`config.mk`:
```
export PLATFORM = sky130hd
export DESIGN_NAME = ahb_master_arbiter_flat
export DESIGN_NICKNAME = d
export VERILOG_FILES = /design/src/rtl/ahb_arb_pkg.sv /design/src/rtl/ahb_master_arbiter_if.sv /design/src/rtl/ahb_master_arbiter_rr.sv /design/src/rtl/ahb_master_arbiter.sv /design/src/flat_wrapper.sv
export SDC_FILE = /design/constraint.sdc
export NUM_CORES = 1
export LEC_CHECK = 0
export CAP_MARGIN = 20
export CORE_UTILIZATION = 29
export CTS_BUF_LIST = sky130_fd_sc_hd__clkbuf_8
export CTS_CLUSTER_SIZE = 12
export DETAILED_ROUTE_END_ITERATION = 12
export GPL_TIMING_DRIVEN = 0
export SLEW_MARGIN = 40
export SYNTH_ARGS = -nofsm -noshare
export SYNTH_HDL_FRONTEND = slang
export SYNTH_SLANG_ARGS = --single-unit
```
`constraint.sdc`:
```
create_clock -name hclk -period 1.5 [get_ports hclk]
set_input_delay 0.15 -clock hclk [delete_from_list [all_inputs] [get_ports hclk]]
set_output_delay 0.15 -clock hclk [all_outputs]
set_load 0.05 [all_outputs]
```
`src/rtl/ahb_arb_pkg.sv`:
```
// Shared types and default widths for the AHB-lite multi-requester arbiter.
// Imported by the interface, the round-robin sub-block and the top.
package ahb_arb_pkg;

   localparam int DEF_NUM_REQ  = 2;
   localparam int DEF_ADDR_W   = 8;
   localparam int DEF_DATA_W   = 32;
   localparam int DEF_WAIT_MAX = 15;

   typedef enum logic [1:0] {
      IDLE   = 2'b00,
      BUSY   = 2'b01,
      NONSEQ = 2'b10,
      SEQ    = 2'b11
   } htrans_t;

   typedef enum logic [1:0] {
      ARB  = 2'b00,
      ADDR = 2'b01,
      DATA = 2'b10
   } state_t;

endpackage

```
`src/rtl/ahb_master_arbiter_if.sv`:
```
// Bundles requester handshake and AHB-lite bus signals between the arbiter and its peers.
// The master modport is the arbiter's view; slave is the environment's view.
interface ahb_master_arbiter_if #(
   parameter int NUM_REQ = ahb_arb_pkg::DEF_NUM_REQ,
   parameter int ADDR_W  = ahb_arb_pkg::DEF_ADDR_W,
   parameter int DATA_W  = ahb_arb_pkg::DEF_DATA_W
) ();

   logic [NUM_REQ-1:0]        req;
   logic [NUM_REQ-1:0]        req_write;
   logic [NUM_REQ*ADDR_W-1:0] req_addr;
   logic [NUM_REQ*DATA_W-1:0] req_wdata;
   logic [NUM_REQ-1:0]        gnt;
   logic [NUM_REQ-1:0]        done;
   logic [NUM_REQ-1:0]        timeout;
   logic [DATA_W-1:0]         rdata;

   ahb_arb_pkg::htrans_t      htrans;
   logic                      hwrite;
   logic [ADDR_W-1:0]         haddr;
   logic [DATA_W-1:0]         hwdata;
   logic [DATA_W-1:0]         hrdata;
   logic                      hready;

   modport master (
      input  req, req_write, req_addr, req_wdata, hrdata, hready,
      output gnt, done, timeout, rdata, htrans, hwrite, haddr, hwdata
   );

   modport slave (
      output req, req_write, req_addr, req_wdata, hrdata, hready,
      input  gnt, done, timeout, rdata, htrans, hwrite, haddr, hwdata
   );

endinterface

```
`src/rtl/ahb_master_arbiter_rr.sv`:
```
// Round-robin request picker: search begins at index ptr and wraps around,
// producing a one-hot grant plus the binary index of the winner.
module rr_arbiter #(
   parameter int NUM_REQ = 2,
   parameter int IDX_W   = (NUM_REQ > 1) ? $clog2(NUM_REQ) : 1
) (
   input  logic [NUM_REQ-1:0] req,
   input  logic [IDX_W-1:0]   ptr,
   output logic [NUM_REQ-1:0] grant,
   output logic [IDX_W-1:0]   idx,
   output logic               any
);

   int cand;

   always_comb begin
      grant = '0;
      idx   = '0;
      any   = 1'b0;
      cand  = 0;
      for (int i = 0; i < NUM_REQ; i++) begin
         cand = (int'(ptr) + i) % NUM_REQ;
         if (!any && req[IDX_W'(cand)]) begin
            any                = 1'b1;
            grant[IDX_W'(cand)] = 1'b1;
            idx                = IDX_W'(cand);
         end
      end
   end

endmodule

```
`src/rtl/ahb_master_arbiter.sv`:
```
// Shares one AHB-lite master port among NUM_REQ requesters with round-robin
// arbitration, single transfers only, and a data-phase wait-state timeout.
module ahb_master_arbiter
   import ahb_arb_pkg::*;
#(
   parameter int NUM_REQ  = DEF_NUM_REQ,
   parameter int ADDR_W   = DEF_ADDR_W,
   parameter int DATA_W   = DEF_DATA_W,
   parameter int WAIT_MAX = DEF_WAIT_MAX
) (
   input logic                  hclk,
   input logic                  hreset,
   ahb_master_arbiter_if.master bus
);

   localparam int IDX_W = (NUM_REQ > 1) ? $clog2(NUM_REQ) : 1;
   localparam int CNT_W = $clog2(WAIT_MAX + 1);

   state_t              state;
   logic [NUM_REQ-1:0]  arb_grant;
   logic [IDX_W-1:0]    arb_idx;
   logic                arb_any;
   logic [IDX_W-1:0]    ptr;
   logic                lat_write;
   logic [DATA_W-1:0]   lat_wdata;
   logic [CNT_W-1:0]    wait_cnt;

   logic [ADDR_W-1:0]   addr_arr  [NUM_REQ];
   logic [DATA_W-1:0]   wdata_arr [NUM_REQ];

   for (genvar g = 0; g < NUM_REQ; g++) begin : g_unpack
      assign addr_arr[g]  = bus.req_addr[g*ADDR_W +: ADDR_W];
      assign wdata_arr[g] = bus.req_wdata[g*DATA_W +: DATA_W];
   end

   rr_arbiter #(.NUM_REQ(NUM_REQ), .IDX_W(IDX_W)) u_rr (
      .req   (bus.req),
      .ptr   (ptr),
      .grant (arb_grant),
      .idx   (arb_idx),
      .any   (arb_any)
   );

   // ptr holds the highest-priority index for the next arbitration, so the
   // requester after the last winner is searched first.
   always_ff @(posedge hclk) begin
      if (hreset) begin
         state       <= ARB;
         bus.htrans  <= IDLE;
         bus.hwrite  <= 1'b0;
         bus.haddr   <= '0;
         bus.hwdata  <= '0;
         bus.gnt     <= '0;
         bus.done    <= '0;
         bus.timeout <= '0;
         bus.rdata   <= '0;
         ptr         <= '0;
         wait_cnt    <= '0;
         lat_write   <= 1'b0;
         lat_wdata   <= '0;
      end else begin
         bus.done    <= '0;
         bus.timeout <= '0;
         case (state)
            ARB: begin
               if (arb_any) begin
                  bus.gnt    <= arb_grant;
                  bus.htrans <= NONSEQ;
                  bus.hwrite <= bus.req_write[arb_idx];
                  bus.haddr  <= addr_arr[arb_idx];
                  lat_write  <= bus.req_write[arb_idx];
                  lat_wdata  <= wdata_arr[arb_idx];
                  ptr        <= (arb_idx == IDX_W'(NUM_REQ - 1)) ? '0 : arb_idx + IDX_W'(1);
                  state      <= ADDR;
               end
            end
            ADDR: begin
               bus.htrans <= IDLE;
               bus.hwrite <= 1'b0;
               bus.haddr  <= '0;
               bus.hwdata <= lat_write ? lat_wdata : '0;
               wait_cnt   <= '0;
               state      <= DATA;
            end
            DATA: begin
               if (bus.hready) begin
                  bus.done   <= bus.gnt;
                  if (!lat_write) bus.rdata <= bus.hrdata;
                  bus.gnt    <= '0;
                  bus.hwdata <= '0;
                  state      <= ARB;
               end else if (wait_cnt == CNT_W'(WAIT_MAX)) begin
                  bus.timeout <= bus.gnt;
                  bus.gnt     <= '0;
                  bus.hwdata  <= '0;
                  state       <= ARB;
               end else begin
                  wait_cnt <= wait_cnt + CNT_W'(1);
               end
            end
            default: state <= ARB;
         endcase
      end
   end

endmodule

```
`src/flat_wrapper.sv`:
```
// flat-port wrapper written by rule: the top's interface ports become plain ports
module ahb_master_arbiter_flat import ahb_arb_pkg::*;
#(
   parameter int NUM_REQ  = DEF_NUM_REQ,
   parameter int ADDR_W   = DEF_ADDR_W,
   parameter int DATA_W   = DEF_DATA_W,
   parameter int WAIT_MAX = DEF_WAIT_MAX
)
  (hclk, hreset, bus_req, bus_req_write, bus_req_addr, bus_req_wdata, bus_hrdata, bus_hready, bus_gnt, bus_done, bus_timeout, bus_rdata, bus_htrans, bus_hwrite, bus_haddr, bus_hwdata);
  ahb_master_arbiter_if #(.NUM_REQ(NUM_REQ), .ADDR_W(ADDR_W), .DATA_W(DATA_W)) bus_i ();
  input logic hclk;
  input logic hreset;
  input wire logic [$bits(bus_i.req)-1:0] bus_req;
  input wire logic [$bits(bus_i.req_write)-1:0] bus_req_write;
  input wire logic [$bits(bus_i.req_addr)-1:0] bus_req_addr;
  input wire logic [$bits(bus_i.req_wdata)-1:0] bus_req_wdata;
  input wire logic [$bits(bus_i.hrdata)-1:0] bus_hrdata;
  input wire logic [$bits(bus_i.hready)-1:0] bus_hready;
  output wire logic [$bits(bus_i.gnt)-1:0] bus_gnt;
  output wire logic [$bits(bus_i.done)-1:0] bus_done;
  output wire logic [$bits(bus_i.timeout)-1:0] bus_timeout;
  output wire logic [$bits(bus_i.rdata)-1:0] bus_rdata;
  output wire logic [$bits(bus_i.htrans)-1:0] bus_htrans;
  output wire logic [$bits(bus_i.hwrite)-1:0] bus_hwrite;
  output wire logic [$bits(bus_i.haddr)-1:0] bus_haddr;
  output wire logic [$bits(bus_i.hwdata)-1:0] bus_hwdata;
  assign bus_i.req = bus_req;
  assign bus_i.req_write = bus_req_write;
  assign bus_i.req_addr = bus_req_addr;
  assign bus_i.req_wdata = bus_req_wdata;
  assign bus_i.hrdata = bus_hrdata;
  assign bus_i.hready = bus_hready;
  assign bus_gnt = bus_i.gnt;
  assign bus_done = bus_i.done;
  assign bus_timeout = bus_i.timeout;
  assign bus_rdata = bus_i.rdata;
  assign bus_htrans = bus_i.htrans;
  assign bus_hwrite = bus_i.hwrite;
  assign bus_haddr = bus_i.haddr;
  assign bus_hwdata = bus_i.hwdata;
  ahb_master_arbiter #(.NUM_REQ(NUM_REQ), .ADDR_W(ADDR_W), .DATA_W(DATA_W), .WAIT_MAX(WAIT_MAX)) u_core (.hclk(hclk), .hreset(hreset), .bus(bus_i));
endmodule
```
==> qor.csv <==
stage,metric,value,unit
clock_tree,clockBufferDepth,2,
floorplan,fp-row-count,47,
sta,slew_viol_final,0,
hold_path,hold_class,input pin to register,
setup_path,worstPathArrival,1.88,ns
synthesis,syn_area_per_cell,9.18,um^2
setup_path,cp-end-kind,register,
placed_design,dp_hpwl,11100,um
detailed_routing,post_drt_wl_per_cell,14.9,um
setup_path,r2r-start,u_core.state[0]$_SDFFE_PP0P_,
synthesis,ys_seq_area_share,46.3,%
power,switchingPower,4.45,mW
setup_path,reg2reg_slack,-0.01,ns
global_route,grt_pass1_wl,23400,um
synthesis,ys_seq_elements,117,
layout,diodes,0,
detailed_routing,ant_nets,0,
synthesis,synth-xor-area-share,0.173,%
layout,final_area,7980,um^2
sta,min_period,1.51,ns
floorplan,core_area,16800,um^2
global_route,grt_max_degree,17,
floorplan,ioPinCount,200,
power,seq_power_share,31.5,%
placed_design,portBuffers,194,
run_status,status,"complete, but fails checks",
setup_path,crit_start,u_core.state[0]$_SDFFE_PP0P_,
global_route,antenna_found_initial,0,
setup_path,reg2reg_to,u_core.wait_cnt[0]$_SDFFE_PP0P_,
synthesis,synthAdderAreaFrac,1.73,%
detailed_routing,drt_pass1_iterations,4,
sta,slew_headroom,58.3,%
detailed_routing,drc_errors,0,
clock_tree,cts_buffers,17,
run_status,violations,negative setup slack,
sta,fmaxAchievable,0.661,GHz
floorplan,initial_core_util,30.1,%
synthesis,postSynthCellCount,551,
clock_tree,clkSinkCount,117,
flow_run,cap_viol_max_count,0,
sta,worstMarginPinSlew,0.626,ns
sta,setup_ws,-0.0125,ns
power,combPwrFrac,42.6,%
layout,final_core_util,47.4,%
global_route,grt_pass1_vias,4831,
synthesis,synth-warning-count,0,
sta,final-hold-violation-count,0,
clock_tree,ctsRootBufferMaster,clkbuf_8,
synthesis,synth_cell_types,39,
power,power.density,1550,nW/um^2
floorplan,die-area,18000,um^2
setup_path,reg2reg_depth,5,
sta,rsz0062_at_grt,yes,
layout,area_growth,57.7,%
clock_tree,cts_htree_levels,4,
layout,finalNonFillerCells,1007,
sta,finalCritPeriodShare,101,%
clock_tree,clk_pin_slew,0.07,ns
detailed_routing,drt_first_iter_violations,141,
placed_design,gp_congestion,0.759,
power,swShare,36.0,%
synthesis,synth_top_family_by_area,simple AND/OR/NAND/NOR gates,
setup_path,cp-start-kind,register,
placed_design,placed_cell_area,7300,um^2
layout,num-fill-cells,1625,
clock_tree,clock_latency,0.44,ns
synthesis,muxShareOfSynthArea,15.7,%
power,ir_worst_vdd,0.762,mV
sta,clock_skew,0.0103,ns
clock_tree,cts_tree,built,
sta,finalSetupViolations,1,
floorplan,die_w,134,um
detailed_routing,wirelength,15000,um
global_route,grt_util_all_layers,16.6,%
setup_path,required,1.86,ns
global_route,grt_overflow,0,
setup_path,crit_type,register to register,
setup_path,crit_end,u_core.wait_cnt[0]$_SDFFE_PP0P_,
layout,nNetsFinal,900,
setup_path,crit_fanout,8,
detailed_routing,vias,4666,
power,p_leak,3.11,nW
floorplan,dieHeight,134,um
synthesis,syn_area,5060,um^2
synthesis,synth_compound_area_share,11.8,%
placed_design,dp_cells,968,
detailed_routing,viasPerCell,4.63,
layout,drive_gt1_share,18.9,%
synthesis,yosys.area_share.simple,19.0,%
power,power.internal,7.91,mW
power,power.share.clock,25.9,%
[critical path: stages, from the launching register on]
cell and delay (ns):
dfxtp_2 0.36, inv_4 0.05, ha_4 0.19, and4_4 0.21, or4b_4 0.51, a21oi_2 0.12
[area by class of cell]
type	count	area (um^2)	share of cell area (%)
Multi-Input combinational cell	389	2620	32.8
Sequential cell	117	2350	29.5
Timing Repair Buffer	202	1910	23.9
Buffer	44	368	4.61
Tap cell	220	275	3.45
Clock buffer	19	262	3.28
Clock inverter	13	180	2.26
Inverter	3	16.3	0.204
[routing by layer]
layer  track usage, %  routed length (um)  vias up
li1                 -                   -     2321
met1             17.9                6100     2189
met2             30.1                7520      148
met3             6.05                1220        8
met4             5.24                 138        0
met5                0                   0        -
[cells in the final DEF (no fill, tap or decap), types with 4 or more instances in the layout]
master	synthesis	routed
dlygate4sd2_1	0	4
buf_4	4	13
mux2_1	9	9
nor2_1	40	40
nand2b_1	43	43
dfxtp_1	117	113
buf_2	9	4
buf_6	8	5
a211oi_2	0	15
mux2i_1	69	65
a22oi_1	5	5
clkdlybuf4s15_2	0	6
clkbuf_4	0	6
clkbuf_8	0	22
clkbuf_1	24	4
a311oi_1	4	4
a211oi_1	32	17
mux2i_2	0	4
clkdlybuf4s50_1	0	117
nand2_1	103	103
bufinv_16	0	4
clkbuf_2	0	34
clkdlybuf4s15_1	0	44
a21oi_1	43	42
conb_1	1	4
[cells by family after synthesis]
group | Yosys count
flip-flops | 117
other | 1
XOR/XNOR | 1
adder cells (fa/ha/maj) | 7
AND/OR/NAND/NOR | 206
buffers and inverters | 48
multiplexers | 78
AO/OA/AOI/OAI | 93
[cell usage after synthesis]
cell	count	share of area, %
or2_2	1	0.12
a311oi_1	4	0.69
or4b_1	1	0.20
nand2_1	103	7.6
a41oi_1	1	0.17
buf_2	9	0.89
and4_4	1	0.22
nor3_1	1	0.099
nor3b_1	1	0.15
ha_1	7	1.7
buf_6	8	1.8
a21oi_1	43	4.3
a211oi_1	32	4.8
clkbuf_1	24	1.8
a21bo_1	1	0.20
nand3_1	2	0.20
inv_1	3	0.22
xnor2_1	1	0.17
nand3b_1	2	0.30
mux2_1	9	2.0
mux2i_1	69	14
or4_1	1	0.15
nor2b_1	4	0.49
buf_4	4	0.59
a31oi_1	1	0.12
o32ai_1	1	0.17
nor2_1	40	3.0
o21ai_0	3	0.30
o21ai_1	1	0.099
nor3b_2	1	0.25
nand2b_1	43	5.3
o2bb2ai_2	1	0.30
and2_1	1	0.12
and3b_1	2	0.35
dfxtp_1	117	46
or3_1	1	0.12
a22oi_1	5	0.74
nor2b_4	1	0.27
conb_1	1	0.074
[per-stage QoR]
step	total power, mW	hold WS [ns]	worst slack [ns]	TNS, ns
floorplan	7.18	0.286	0.0156	0
global placement	8.49	0.441	-0.589	-44.18
detailed placement	8.59	0.448	-0.635	-48.49
CTS	12.1	0.222	-0.0137	-0.0137
global route	13.0	0.246	-0.0588	-0.990
finish	12.4	0.256	-0.0125	-0.0125
[sequential cells by signal, summed over array words and instances (netlist names)]
name	cells
u_core.bus.done	1
u_core.bus.gnt	1
u_core.bus.haddr	8
u_core.bus.htrans	1
u_core.bus.hwdata	32
u_core.bus.hwrite	1
u_core.bus.rdata	32
u_core.bus.timeout	1
u_core.lat_wdata	32
u_core.lat_write	1
u_core.ptr	1
u_core.state	2
u_core.wait_cnt	4
[worst min path at each step]
stage,startpoint,to,slack [ns],depth (start not counted)
after floorplan,bus_hrdata[0],u_core.bus.rdata[0]$_SDFFE_PP0P_,0.29,2
final,bus_hrdata[14],u_core.bus.rdata[14]$_SDFFE_PP0P_,0.26,3
after global placement,u_core.lat_wdata[27]$_SDFFE_PP0P_,u_core.bus.hwdata[27]$_SDFFE_PP0P_,0.44,2
after global routing,bus_hrdata[23],u_core.bus.rdata[23]$_SDFFE_PP0P_,0.25,3
after CTS,bus_hrdata[14],u_core.bus.rdata[14]$_SDFFE_PP0P_,0.22,3
after detailed placement,u_core.bus.rdata[29]$_SDFFE_PP0P_,u_core.bus.rdata[29]$_SDFFE_PP0P_,0.45,2
[power groups by stage]
stage | clock network, mW | registers, mW | logic, mW
final | 3.21 | 3.89 | 5.26
after global routing | 3.44 | 3.95 | 5.63
after CTS | 3.30 | 3.88 | 4.95
after detailed placement | 0 | 3.94 | 4.65
after global placement | 0 | 3.91 | 4.57
after floorplan | 0 | 4.54 | 2.64
[timing repair]
| item | 4_1_cts | 5_1_grt |
|---|---|---|
| buffers inserted | 3 | 4 |
| endpoints found under the setup margin | 187 | 160 |
| gates resized for setup | 167 | 104 |
| gates cloned | 0 | 1 |
| hold buffers | 0 | 0 |
| pin swaps | 1 | 1 |
No activity file was read; power rests on OpenSTA's default activity.
==> RTL edit 1: new RTL, same settings <==
Change the package constant `DEF_DATA_W` from 32 to 40.
--- a/src/rtl/ahb_arb_pkg.sv
+++ b/src/rtl/ahb_arb_pkg.sv
@@ -5,5 +5,5 @@
    localparam int DEF_NUM_REQ  = 2;
    localparam int DEF_ADDR_W   = 8;
-   localparam int DEF_DATA_W   = 32;
+   localparam int DEF_DATA_W   = 40;
    localparam int DEF_WAIT_MAX = 15;
 
Ports: changed (resized bus_hrdata, bus_hwdata, bus_rdata and bus_req_wdata); port bits go from 200 to 240. No check against the original RTL was run, so the function may have changed too.
==> RTL edit 1 against the unedited design <==
- the run still ends with negative setup slack left
- setup slack got worse by 0.063 ns
- routed wire length increased by 23%
- design area increased by 19%
- die area increased by 19%
- area after synthesis increased by 19%
- sequential cell count increased by 24
- power increased by 20%
- highest routed layer unchanged
==> RTL edit 1: results (changes against the unedited design) <==
Outcome
  – Outcome: complete, but fails checks (unchanged)
  – Violations in the final reports: negative setup slack (unchanged)

Yosys
  – Synthesized-area fraction occupied by xor and xnor cells: 0.145% (was 0.173%)
  – Most common library cells after synthesis: 141 x sky130_fd_sc_hd__dfxtp_1, 130 x sky130_fd_sc_hd__nand2_1, 85 x sky130_fd_sc_hd__mux2i_1 (was 117 x sky130_fd_sc_hd__dfxtp_1, 103 x sky130_fd_sc_hd__nand2_1, 69 x sky130_fd_sc_hd__mux2i_1)
  – Leading cell types by total area after synthesis: sky130_fd_sc_hd__dfxtp_1 47%, sky130_fd_sc_hd__mux2i_1 14%, sky130_fd_sc_hd__nand2_1 8.1%, sky130_fd_sc_hd__nand2b_1 5.6%, sky130_fd_sc_hd__a211oi_1 5.0% (was sky130_fd_sc_hd__dfxtp_1 46%, sky130_fd_sc_hd__mux2i_1 14%, sky130_fd_sc_hd__nand2_1 7.6%, sky130_fd_sc_hd__nand2b_1 5.3%, sky130_fd_sc_hd__a211oi_1 4.8%)
  – Adder-cell share of the synthesized area: 1.45% (was 1.73%)

Finish
  – Total number of sequential cells: 141 (was 117)
  – Layout Cells excl Fill: 1223 (was 1007)
  – Layout multi-input combinational cell count: 466 (was 389)
  – Multi-input gate share of total cell area: 32.9% (was 32.8%)
  – Ratio of cells with drive above 1 in the final layout: 23.9% (was 18.9%)

Global route
  – Total global-route track usage: 16.9% (was 16.6%)

Pwr
  – Power drawn by the combinational cells: 6.96 mW (was 5.26 mW)
  – Sum of internal, switching and leakage power: 14.8 mW (was 12.4 mW)
  – Switching power: 5.52 mW (was 4.45 mW)

Worst setup path
  – Launching point of the worst reg2reg path: u_core.state[1] (was u_core.state[0])
  – Worst path slowest cell: sky130_fd_sc_hd__or4b_1 (was sky130_fd_sc_hd__or4b_4)
  – Internal reg-to-reg setup slack: -0.08 ns (was -0.01 ns)
  – CP peak stage delay: 0.47 ns (was 0.51 ns)

Place
  – HPWL reported at the end of detailed placement: 12600 um (was 11100 um)

Routing
  – Routed length on met3: 1300 um (was 1220 um)
  – Via count: 5497 (was 4666)
  – Routed length on met2: 8740 um (was 7520 um)
  – Iteration count of the initial detailed-routing pass: 6 (was 4)
  – Routed metal-1 wire length: 8130 um (was 6100 um)

Timing
  – Number of setup violations in the final report: 60 (was 1)
  – Worst Setup Slack, final: -0.0757 ns (was -0.0125 ns)

Worst hold path
  – Hold Crit Endpoint: u_core.bus.rdata[31] (was u_core.bus.rdata[14])

Clock network
  – Post-CTS setup buffer count: 10 (was 3)
[RTL edit 1: cell types whose count changed in the layout (fill, tap and decap cells not counted), moves of 11 or more]
cell,delta
sky130_fd_sc_hd__buf_4,+13
sky130_fd_sc_hd__clkdlybuf4s15_2,+17
sky130_fd_sc_hd__dfxtp_1,+24
sky130_fd_sc_hd__clkdlybuf4s15_1,-36
sky130_fd_sc_hd__nand2b_1,+11
sky130_fd_sc_hd__buf_6,+14
sky130_fd_sc_hd__mux2i_1,+17
sky130_fd_sc_hd__clkdlybuf4s50_1,+23
sky130_fd_sc_hd__clkbuf_2,+29
sky130_fd_sc_hd__nand2_1,+20
[RTL edit 1: logic make-up after synthesis]
family,after synthesis
XOR/XNOR,1
other,1
AO/OA/AOI/OAI,112
multiplexers,94
adder cells (fa/ha/maj),7
AND/OR/NAND/NOR,248
flip-flops,141
buffers and inverters,60
[RTL edit 1: metrics by stage]
step / hold WS (ns) / cell area, sq um / setup slack [ns]
final: 0.245 / 9530 / -0.0757
after global routing: 0.216 / 9530 / -0.131
after CTS: 0.202 / 9560 / -0.120
after detailed placement: 0.444 / 8740 / -0.383
after global placement: 0.440 / 8740 / -0.364
after floorplan: 0.227 / 6070 / 0.0402
[RTL edit 1: worst reg2reg max path, cell delays in order (launching register included)]
cell                        delay (ns)
sky130_fd_sc_hd__dfxtp_4          0.35
sky130_fd_sc_hd__buf_6            0.12
sky130_fd_sc_hd__buf_6            0.11
sky130_fd_sc_hd__ha_4             0.18
sky130_fd_sc_hd__o2bb2ai_4        0.15
sky130_fd_sc_hd__or4b_1           0.47
sky130_fd_sc_hd__a21oi_1          0.12
[RTL edit 1: routing by layer]
layer,global-route usage (%),vias up
met5,0,-
met4,5.31,0
met3,6.03,18
met2,27.7,166
met1,20.4,2515
li1,-,2798
==> RTL edit 2: new RTL, same settings <==
Made on the original files. Re-encode `state_t` (3 states) as one-hot, 3 bits wide.
--- a/src/rtl/ahb_arb_pkg.sv
+++ b/src/rtl/ahb_arb_pkg.sv
@@ -15,8 +15,8 @@
    } htrans_t;
 
-   typedef enum logic [1:0] {
-      ARB  = 2'b00,
-      ADDR = 2'b01,
-      DATA = 2'b10
+   typedef enum logic [2:0] {
+      ARB  = 3'b001,
+      ADDR = 3'b010,
+      DATA = 3'b100
    } state_t;
 
Formal check against the unedited RTL: no difference found for any inputs over 4 cycles, from zero or initial values and one cycle with hreset high; so few cycles prove little.
==> RTL edit 2 against the unedited design <==
- the run still ends with negative setup slack left
- worst hold slack lost 0.0074 ns
- routed wire length grew 26%
- sequential cell count grew 1
- design area grew 13%
- via count grew 15%
- area after synthesis grew 3.8%
- non-clock buffer count grew 48
- setup slack lost 0.12 ns
- critical endpoint is now u_core.bus.hwdata[28]
Power is not compared: it rests on default switching activity, and its combinational part moved more than twofold at a synthesized area within 25%.
==> RTL edit 2: results (changes against the unedited design) <==
Outcome
  – Outcome: complete, but fails checks (unchanged)
  – Violations in the final reports: negative setup slack (unchanged)

Yosys
  – Share of the synthesized area in compound gates (AO/OA/AOI/OAI): 13.4% (was 11.8%)
  – Synthesized-area fraction occupied by xor and xnor cells: 0.167% (was 0.173%)
  – Post-synth top flop: sky130_fd_sc_hd__dfxtp_1 (unchanged)
  – Leading cell types by total area after synthesis: sky130_fd_sc_hd__dfxtp_1 45%, sky130_fd_sc_hd__nand2b_1 12%, sky130_fd_sc_hd__mux2i_1 6.1%, sky130_fd_sc_hd__a311oi_1 5.3%, sky130_fd_sc_hd__nand3_1 4.1% (was sky130_fd_sc_hd__dfxtp_1 46%, sky130_fd_sc_hd__mux2i_1 14%, sky130_fd_sc_hd__nand2_1 7.6%, sky130_fd_sc_hd__nand2b_1 5.3%, sky130_fd_sc_hd__a211oi_1 4.8%)
  – Mux cell area share after synthesis: 6.10% (was 15.7%)
  – Adder-cell share of the synthesized area: 0.238% (was 1.73%)
  – Ys async rst share: 0% (unchanged)
  – Number of distinct library cell variants in the gate-level netlist after synthesis: 43 (was 39)
  – Most common library cells after synthesis: 118 x sky130_fd_sc_hd__dfxtp_1, 97 x sky130_fd_sc_hd__nand2b_1, 43 x sky130_fd_sc_hd__nand3_1 (was 117 x sky130_fd_sc_hd__dfxtp_1, 103 x sky130_fd_sc_hd__nand2_1, 69 x sky130_fd_sc_hd__mux2i_1)
  – Part of the Yosys area used for sequential elements: 45.0% (was 46.3%)

Global route
  – Via count of the first global-routing pass: 5186 (was 4831)
  – Total global-route track usage: 19.8% (was 16.6%)
  – Global-route wire length before repair: 28000 um (was 23400 um)

Worst setup path
  – Largest fanout on the critical path: 6 (was 8)
  – CP peak stage delay: 0.40 ns (was 0.51 ns)
  – Worst path slowest cell: sky130_fd_sc_hd__or3b_4 (was sky130_fd_sc_hd__or4b_4)
  – Critical Path AT: 1.98 ns (was 1.88 ns)
  – CP top delay family: buffers and inverters (was simple AND/OR/NAND/NOR gates)

Place
  – HPWL reported at the end of detailed placement: 12300 um (was 11100 um)
  – Post-place instance area: 7480 sq um (was 7300 sq um)
  – Post-Place Setup Slack: -1.14 ns (was -0.635 ns)
  – Port Buffers: 192 (was 194)
  – Weighted congestion reported at the end of routability-driven placement: 0.769 (was 0.759)

Timing
  – Number of setup violations in the final report: 104 (was 1)
  – Maximum clock skew at final layout: 0.0136 ns (was 0.0103 ns)
  – Post-Route Setup TNS: -6.85 ns (was -0.0125 ns)
  – Worst Setup Slack, final: -0.129 ns (was -0.0125 ns)
  – Worst slew slack as a fraction of its limit: 56.8% (was 58.3%)

Finish
  – Ratio of cells with drive above 1 in the final layout: 30.2% (was 18.9%)
  – Final layout net count: 969 (was 900)

Pwr
  – Static power due to leakage: 3.36 nW
  – Worst supply voltage drop on vdd: 0.000523 V

Routing
  – Iteration count of the initial detailed-routing pass: 6 (was 4)
  – Via count: 5380 (was 4666)
  – Wirelength per Cell: 17.4 um (was 14.9 um)
  – Starting DRC count in detailed routing: 306 (was 141)
[RTL edit 2: worst paths after layout]
kind	slack, ns	cells after the start	start	endpoint
worst min register to register	0.47	2	u_core.lat_wdata[5]	u_core.bus.hwdata[5]
worst max-delay path	-0.13	7	u_core.state[1]	u_core.bus.hwdata[28]
worst max register to register	-0.13	7	u_core.state[1]	u_core.bus.hwdata[28]
worst min-delay path	0.25	3	bus_req[0]	u_core.state[1]
[RTL edit 2: layer usage]
layer,track usage (%),routed length [um],up-vias
li1,-,-,2631
met4,7.04,273,0
met3,5.07,1240,26
met5,0,0,-
met1,25.7,8650,2529
met2,31.6,8710,194
[RTL edit 2: cells by family after synthesis]
kind of cell             after synthesis
flip-flops                           118
buffers and inverters                 66
multiplexers                          32
AO/OA/AOI/OAI                        105
adder cells (fa/ha/maj)                1
XOR/XNOR                               1
AND/OR/NAND/NOR                      275
other                                  1
[RTL edit 2: layout make-up]
type / instances / area [sq um]
clock inverter: 15 / 145
timing repair buffer: 231 / 2310
clock buffer: 17 / 234
tap: 225 / 282
buffer: 63 / 541
sequential: 118 / 2370
multi-input combinational: 418 / 3100
fill: 1669 / 8490
[RTL edit 2: worst register-to-register path, cell delays in order (launching register included)]
cell                        delay [ns]
sky130_fd_sc_hd__dfxtp_4          0.38
sky130_fd_sc_hd__or3b_4           0.40
sky130_fd_sc_hd__buf_6            0.15
sky130_fd_sc_hd__o21ai_4          0.16
sky130_fd_sc_hd__buf_12           0.14
sky130_fd_sc_hd__buf_8            0.11
sky130_fd_sc_hd__clkbuf_16        0.14
sky130_fd_sc_hd__o21ai_2          0.05
[RTL edit 2: power breakdown]
part           internal [mW]  total, mW  switching (mW)
Clock                   1.34       2.83            1.49
Sequential              3.27       3.37           0.101
Combinational          0.872       1.72           0.849
[RTL edit 2: metrics by stage]
stage / total power, mW / util, % / cells
floorplan: 4.08 / - / 602
global placement: 4.67 / 42.8 / 1019
detailed placement: 4.67 / 42.8 / 1019
CTS: 7.70 / 48.8 / 1080
global route: 8.25 / 51.4 / 1087
finish: 7.93 / 51.4 / 1087
[RTL edit 2: repair_timing]
item                       CTS  global route
pin swaps                   63            30
buffers inserted            23             9
gates resized for setup    276           164
setup endpoints to repair  193           163
cloned                       7             4
